==> config.mk <==
export PLATFORM = sky130hd
export DESIGN_NAME = ajuste_pulsadores
export DESIGN_NICKNAME = d
export VERILOG_FILES = /design/src/rtl/ajuste_pulsadores.sv
export SDC_FILE = /design/constraint.sdc
export NUM_CORES = 1
export LEC_CHECK = 0
export CAP_MARGIN = 10
export CORE_MARGIN = 2
export CORE_UTILIZATION = 56
export CTS_CLUSTER_DIAMETER = 50
export DETAILED_ROUTE_END_ITERATION = 6
export PLACE_DENSITY = 0.84
export SLEW_MARGIN = 30
export SYNTH_ARGS = -nofsm -noshare
export SYNTH_HDL_FRONTEND = slang
export SYNTH_SLANG_ARGS = --single-unit
==> constraint.sdc <==
create_clock -name clk -period 2.5 [get_ports clk]
set_input_delay 0.5 -clock clk [delete_from_list [all_inputs] [get_ports clk]]
set_output_delay 0.5 -clock clk [all_outputs]
set_load 0.01 [all_outputs]
==> src/rtl/ajuste_pulsadores.sv <==
// Adjust push-button conditioner: two-flop synchroniser, debouncer and
// press/auto-repeat pulse generator driving an up/down/EN adjust counter.
module ajuste_pulsadores #(
    parameter int unsigned DEB_CYCLES = 1000000,
    parameter int unsigned REP_DELAY  = 50000000,
    parameter int unsigned REP_PERIOD = 20000000,
    parameter int unsigned CNT_W      = 32
) (
    input  logic clk,
    input  logic rst,
    input  logic btn_up,
    input  logic btn_down,
    input  logic enable,
    output logic up,
    output logic down,
    output logic en
);

    localparam logic [CNT_W-1:0] DEB_LAST = CNT_W'(DEB_CYCLES - 1);
    localparam logic [CNT_W-1:0] DLY_LAST = CNT_W'(REP_DELAY - 1);
    localparam logic [CNT_W-1:0] PER_LAST = CNT_W'(REP_PERIOD - 1);
    localparam logic [CNT_W-1:0] CNT_ONE  = CNT_W'(1);

    typedef enum logic [2:0] {
        IDLE,
        HOLD_UP,
        RPT_UP,
        HOLD_DN,
        RPT_DN,
        LOCK
    } state_t;

    // Bit 0 carries the up button, bit 1 the down button.
    logic [1:0]       sync_a;
    logic [1:0]       sync_b;
    logic [1:0]       deb;
    logic [CNT_W-1:0] deb_cnt [2];

    state_t           state;
    state_t           state_nxt;
    logic [CNT_W-1:0] timer;
    logic [CNT_W-1:0] timer_nxt;
    logic [CNT_W-1:0] tmr_last;
    logic             up_nxt;
    logic             dn_nxt;
    logic             du;
    logic             dd;

    assign du = deb[0];
    assign dd = deb[1];

    // Synchronise both raw buttons and debounce each synchronised level.
    always_ff @(posedge clk) begin
        if (!rst) begin
            sync_a     <= '0;
            sync_b     <= '0;
            deb        <= '0;
            deb_cnt[0] <= '0;
            deb_cnt[1] <= '0;
        end else begin
            sync_a <= {btn_down, btn_up};
            sync_b <= sync_a;
            for (int i = 0; i < 2; i++) begin
                if (sync_b[i] == deb[i]) begin
                    deb_cnt[i] <= '0;
                end else if (deb_cnt[i] == DEB_LAST) begin
                    deb[i]     <= sync_b[i];
                    deb_cnt[i] <= '0;
                end else begin
                    deb_cnt[i] <= deb_cnt[i] + CNT_ONE;
                end
            end
        end
    end

    // State, repeat timer and registered pulse outputs.
    always_ff @(posedge clk) begin
        if (!rst) begin
            state <= IDLE;
            timer <= '0;
            up    <= 1'b0;
            down  <= 1'b0;
            en    <= 1'b0;
        end else begin
            state <= state_nxt;
            timer <= timer_nxt;
            up    <= up_nxt;
            down  <= dn_nxt;
            en    <= up_nxt | dn_nxt;
        end
    end

    // Next state and pulse decode; only one of up/down can ever be requested.
    always_comb begin
        state_nxt = state;
        timer_nxt = '0;
        up_nxt    = 1'b0;
        dn_nxt    = 1'b0;
        tmr_last  = ((state == HOLD_UP) || (state == HOLD_DN)) ? DLY_LAST : PER_LAST;

        if (!enable) begin
            state_nxt = LOCK;
        end else begin
            case (state)
                IDLE: begin
                    if (du && dd) begin
                        state_nxt = LOCK;
                    end else if (du) begin
                        up_nxt    = 1'b1;
                        state_nxt = HOLD_UP;
                    end else if (dd) begin
                        dn_nxt    = 1'b1;
                        state_nxt = HOLD_DN;
                    end
                end
                HOLD_UP, RPT_UP: begin
                    if (!du) begin
                        state_nxt = IDLE;
                    end else if (dd) begin
                        state_nxt = LOCK;
                    end else if (timer == tmr_last) begin
                        up_nxt    = 1'b1;
                        state_nxt = RPT_UP;
                    end else begin
                        timer_nxt = timer + CNT_ONE;
                    end
                end
                HOLD_DN, RPT_DN: begin
                    if (!dd) begin
                        state_nxt = IDLE;
                    end else if (du) begin
                        state_nxt = LOCK;
                    end else if (timer == tmr_last) begin
                        dn_nxt    = 1'b1;
                        state_nxt = RPT_DN;
                    end else begin
                        timer_nxt = timer + CNT_ONE;
                    end
                end
                LOCK: begin
                    if (!du && !dd) begin
                        state_nxt = IDLE;
                    end
                end
                default: begin
                    state_nxt = IDLE;
                end
            endcase
        end
    end

endmodule

### Word-level counts from Yosys, hierarchy flattened

Memory sizes are Yosys's and may differ from the RTL's.
Index checks and enable logic that the tools add are counted.

| cells by class | value |
|---|---|
| equal/unequal tests | 18 |
| $lt $le $gt $ge | 0 |
| multiply operators | 0 |
| shift-type cells | 0 |
| bitwise operators | 9 |
| reductions and logical operators | 13 |
| multiplexer cells | 62 |
| add/subtract/negate cells | 3 |
| divide/modulo/power cells | 0 |

Operator list:

| kind | number |
|---|---|
| two-way mux 32 bit | 11 |
| adder 32 x 1 -> 32 bit (second input constant) | 3 |
| == test 32 x 20 -> 1 bit (second input constant) | 2 |
| one-hot mux 32 bit (2 select lines) | 1 |
| two-way mux 1 bit | 35 |
| two-way mux 3 bit | 11 |
| == test 32 x 26 -> 1 bit | 1 |
| two-way mux 26 bit | 1 |
| != test 5 bit (second input constant) | 3 |
| != test 4 bit (second input constant) | 3 |
| one-hot mux 3 bit (4 select lines) | 1 |
| AND reduction 4 bit | 2 |
| bitwise OR 1 bit | 7 |
| == test 3 x 2 -> 1 bit (second input constant) | 2 |
| == test 3 bit (second input constant) | 2 |
| AND reduction 2 bit | 3 |
| one-hot mux 1 bit (2 select lines) | 2 |
| OR reduction 2 bit | 2 |
| == test 3 x 1 -> 1 bit (second input constant) | 1 |
| logical NOT 3 bit | 1 |
| != test 3 bit (second input constant) | 1 |
| == test 1 bit | 2 |
| logical AND 1 bit | 2 |
| logical NOT 1 bit | 2 |
| 3 further kinds | 4 |

| storage, ports and cells | value |
|---|---|
| memory bits (read-only) | 0 |
| bits in writable memories | 64 |
| latch bits | 0 |
| register bits after elaboration | 44 |
| memories | 1 |
| bits of input ports | 5 |

Memory list:

| name | words | bits a word | read ports | clocked after memory_dff | write ports | line | RTL |
|---|---|---|---|---|---|---|---|
| deb_cnt | 2 | 32 | 2 | 0 | 2 | 37 | `logic [CNT_W-1:0] deb_cnt [2];` |

### Depth between registers and ports, before layout

| logic depth | value |
|---|---|
| word-level depth | 10 |
| depth in mapped cells | 8 |
| depth with buffers taken out | 7 |

### Least setup slack after synthesis

Ideal clock, no wire load.

| timing path | value |
|---|---|
| path type | reg-to-reg |
| start point | memory deb_cnt[1][2] |
| end point | memory deb_cnt[1][27] (data pin) |
| slack | 0.541 ns |
| cell stages (with the launch flop) | 7 |
| buffers on the path | 0 |
| required time | 2.243 ns |
| setup time | 0.257 ns |
| arrival | 1.702 ns |
| path through | edfxtp_1 > nand3_1 > nor4_4 > nand4_1 > nor4_1 > xnor2_1 > nor2_1 |

RTL lines:

| item | line |
|---|---|
| start, declared | 37 |

==> flow_summary.json <==
{
  "crit_path_end_kind": "flop",
  "post_drt_wl_per_cell_um": 12.72,
  "slowest_stage_delay_cp_ns": 0.54,
  "ctsRootBufferMaster": "sky130_fd_sc_hd__clkbuf_8",
  "storage_cell_area_um2": 2803,
  "fmax_mhz": 454.9,
  "cpLargestDelayFamily": "simple AND/OR/NAND/NOR gates",
  "seq_area_frac_synth": 0.5053,
  "synth-seq-cells": 108,
  "grt_overflow_total": 0,
  "outcome": "finished clean",
  "multiInputGateArea_um2": 2856,
  "die_y_um": 103.5,
  "synth_top_area_frac": 0.3465,
  "worst_setup_hold_path_clk_slew_ns": 0.09,
  "start_util": 0.5727,
  "drt-initial-drc-count": 284,
  "reported_max_cap_violation_count": 0,
  "maxSlewViolCount": 0,
  "critPathBufInv": 0,
  "ff2ff_setup_slack_ns": 0.30,
  "final_cell_count_no_fill": 781,
  "path_class": "reg -> reg",
  "gpl.final_weighted_congestion": 0.8406,
  "core-area_um2": 9684,
  "floorplan.die_area_um2": 10720,
  "global_route.usage.total": 0.1965,
  "cts_tree": "done",
  "cp_max_fo": 6,
  "post_drt_via_cell_ratio": 5.232,
  "total_leakage_power_nw": 2.086,
  "ctsLongestPathBuffers": 2,
  "grt_pass1_wl_mm": 17.48,
  "placed_cell_count": 765,
  "cts-resized-gates": 0,
  "proportion_of_register_bits_with_asynchronous_set_or_reset_after_synthesis": 0,
  "crit_path_dat_ns": 2.33,
  "overall_via_count_from_detail_route": 4086,
  "timing.critical_path.from_type": "flop",
  "seq_power_share": 0.628,
  "final.fill_count": 742,
  "timing.final.crit_period_ns": 2.198,
  "grt_setup_unrepaired": "false",
  "timing.final.setup_violations": 0,
  "detail_route.drc_violations": 0,
  "clock_latency_ns": 0.37,
  "die_outline_width_um": 103.5,
  "vdd_drop_max_uv": 331.3,
  "port_buffers": 7,
  "boundaryPins": 8,
  "timing.setup.tns_ns": 0,
  "insertedDiodeCount": 0,
  "synth-edff-count": 64,
  "largest_net_degree_at_the_start_of_global_routing": 33,
  "synth_top_area_cell": "sky130_fd_sc_hd__edfxtp_1",
  "post_cts.repair.setup_buffers": 0,
  "layout-drive-gt1-share": 0.05556,
  "hold_buffers": 0,
  "swShare": 0.2196,
  "worst_clock_skew_ns": 0.007563,
  "postSynthCellCount": 570,
  "yosys_warnings": 0,
  "rr_startpoint": "deb_cnt[0][6]$_SDFFCE_PN0P_",
  "final_net_count": 651,
  "post-route-period-util": 0.8792,
  "final-hold-violation-count": 0,
  "cell_internal_pwr_mw": 2.480,
  "share_clk_of_total_power": 0.328,
  "power.density_cell_area_nw_per_um2": 508.7,
  "clock_sink_count": 108,
  "synth.area.top_cells": "sky130_fd_sc_hd__edfxtp_1, sky130_fd_sc_hd__dfxtp_1, sky130_fd_sc_hd__nor2_1",
  "h-tree-depth": 3,
  "antenna_found_initial": 0,
  "synth_cell_types": 50,
  "antenna_violating_nets_post_route": 0,
  "timing.critical_path.slowest_stage_cell": "sky130_fd_sc_hd__or3_1",
  "hp-class": "reg -> reg",
  "crit_path_start": "deb_cnt[0][6]$_SDFFCE_PN0P_",
  "synth-main-ff-cell": "sky130_fd_sc_hd__edfxtp_1",
  "post_synth_instance_area_um2": 5547,
  "p_switching_mw": 0.6980,
  "crit_path_cell_trace": "nand4_1 > or3_1 > nor4_2 > nand3_1 > xor2_1 > nor2_1",
  "core.rowCount": 36,
  "hp-start": "sync_a[1]$_SDFF_PN0_",
  "syn_area_per_cell_um2": 9.731,
  "worstPathRequired_ns": 2.63,
  "detailedRoute.firstPassIterationCount": 6,
  "p_comb_frac": 0.044,
  "first_global_vias": 3966,
  "flow.area_growth_from_synthesis_pct": 12.63,
  "dpl.hpwl_mm": 7.167,
  "totalWireLength_mm": 9.938,
  "tritoncts.num_buffers": 9
}
[worst paths after layout]
kind | cells past startpoint | end
setup / recovery | 6 | deb_cnt[0][28]$_SDFFCE_PN0P_
hold / removal | 1 | sync_b[1]$_SDFF_PN0_
setup reg to reg | 6 | deb_cnt[0][28]$_SDFFCE_PN0P_
hold reg to reg | 1 | sync_b[1]$_SDFF_PN0_
[cells by family (layout without fill, tap and decap cells)]
group                    Yosys count  in the layout  synth area share
AO/OA/AOI/OAI                     21             21           0.02843
XOR/XNOR                          92             92            0.1453
adder cells (fa/ha/maj)            4              4          0.008573
buffers and inverters             30             45           0.02233
flip-flops                       108            108            0.5053
multiplexers                       3              3          0.005414
other                              1             64         0.0006761
AND/OR/NAND/NOR                  311            311            0.2840
[flip-flops by register name, summed over array words and instances (netlist names)]
name     count
sync_a       2
up           1
en           1
sync_b       2
state        3
timer       32
deb_cnt     64
down         1
deb          2
[layer usage]
layer | up-vias | wire [µm] | global-route usage
met2 | 75 | 4861 | 0.3340
li1 | 2083 | - | -
met3 | 18 | 364 | 0.03965
met1 | 1910 | 4494 | 0.2454
met4 | 0 | 217 | 0.08205
met5 | - | 0 | 0
[cells in the final DEF, fill, tap and decap left out, types with 3 or more instances in the layout]
cell type and instances:
sky130_fd_sc_hd__a21oi_1 5, sky130_fd_sc_hd__and2_1 5, sky130_fd_sc_hd__and3_1 12, sky130_fd_sc_hd__and4_1 5, sky130_fd_sc_hd__buf_12 3, sky130_fd_sc_hd__buf_4 7
sky130_fd_sc_hd__clkbuf_1 4, sky130_fd_sc_hd__clkbuf_8 9, sky130_fd_sc_hd__clkdlybuf4s50_1 7, sky130_fd_sc_hd__conb_1 64, sky130_fd_sc_hd__dfxtp_1 44, sky130_fd_sc_hd__edfxtp_1 64
sky130_fd_sc_hd__ha_1 3, sky130_fd_sc_hd__inv_1 12, sky130_fd_sc_hd__mux2i_1 3, sky130_fd_sc_hd__nand2_1 41, sky130_fd_sc_hd__nand2b_1 3, sky130_fd_sc_hd__nand3_1 39
sky130_fd_sc_hd__nand3b_1 5, sky130_fd_sc_hd__nand4_1 21, sky130_fd_sc_hd__nor2_1 125, sky130_fd_sc_hd__nor2b_1 5, sky130_fd_sc_hd__nor3_1 13, sky130_fd_sc_hd__nor4_1 14
sky130_fd_sc_hd__nor4_2 3, sky130_fd_sc_hd__nor4b_1 4, sky130_fd_sc_hd__o21ai_0 4, sky130_fd_sc_hd__or3_1 3, sky130_fd_sc_hd__xnor2_1 40, sky130_fd_sc_hd__xor2_1 52
[stage by stage]
step           utilization  setup slack, ns  cell area (µm²)  power, mW  hold slack, ns
2_1_floorplan            -           0.5410             5783      2.127          0.4119
3_3_place_gp        0.6251           0.3585             6053      2.163          0.4148
3_5_place_dp        0.6251           0.3073             6053      2.169          0.4210
4_1_cts             0.6451           0.3000             6247      3.204          0.4420
5_1_grt             0.6451          0.03148             6247      3.317          0.4665
6_report            0.6451           0.3019             6247      3.178          0.4481
[synth_stat cells, types with 2 or more instances]
master                       n
sky130_fd_sc_hd__a21oi_1     5
sky130_fd_sc_hd__and2_1      5
sky130_fd_sc_hd__and3_1     12
sky130_fd_sc_hd__and4_1      5
sky130_fd_sc_hd__buf_2       9
sky130_fd_sc_hd__clkbuf_1    8
sky130_fd_sc_hd__dfxtp_1    44
sky130_fd_sc_hd__edfxtp_1   64
sky130_fd_sc_hd__ha_1        3
sky130_fd_sc_hd__inv_1      12
sky130_fd_sc_hd__mux2i_1     3
sky130_fd_sc_hd__nand2_1    41
sky130_fd_sc_hd__nand2b_1    3
sky130_fd_sc_hd__nand3_1    39
sky130_fd_sc_hd__nand3b_1    5
sky130_fd_sc_hd__nand4_1    21
sky130_fd_sc_hd__nand4b_1    2
sky130_fd_sc_hd__nor2_1    125
sky130_fd_sc_hd__nor2b_1     5
sky130_fd_sc_hd__nor3_1     13
sky130_fd_sc_hd__nor3b_1     2
sky130_fd_sc_hd__nor4_1     14
sky130_fd_sc_hd__nor4_2      3
sky130_fd_sc_hd__nor4_4      2
sky130_fd_sc_hd__nor4b_1     4
sky130_fd_sc_hd__o21ai_0     4
sky130_fd_sc_hd__or3_1       3
sky130_fd_sc_hd__or4b_1      2
sky130_fd_sc_hd__xnor2_1    40
sky130_fd_sc_hd__xor2_1     52
[worst register-to-register path: cells and delay by family (launching register included)]
kind	cells	cell delay, ns
and+or+nand+nor	5	1.38
xor gates and xnor gates	1	0.15
DFF	1	0.43
[power groups by stage]
stage	registers, mW	clock network (mW)	logic (mW)
2_1_floorplan	2.01	0	0.116
3_3_place_gp	2.03	0	0.131
3_5_place_dp	2.04	0	0.134
4_1_cts	1.99	1.07	0.135
5_1_grt	2.00	1.15	0.159
6_report	2.00	1.04	0.140
[layout make-up]
class | instances | share of cell area
clock buffers | 15 | 0.03024
clock inverters | 1 | 0.0008011
inverters | 12 | 0.007210
multi-input cells | 495 | 0.4572
flip-flops and latches | 108 | 0.4486
well taps | 133 | 0.02664
repair buffers | 17 | 0.02924
Power figures use the tool's default switching activity.
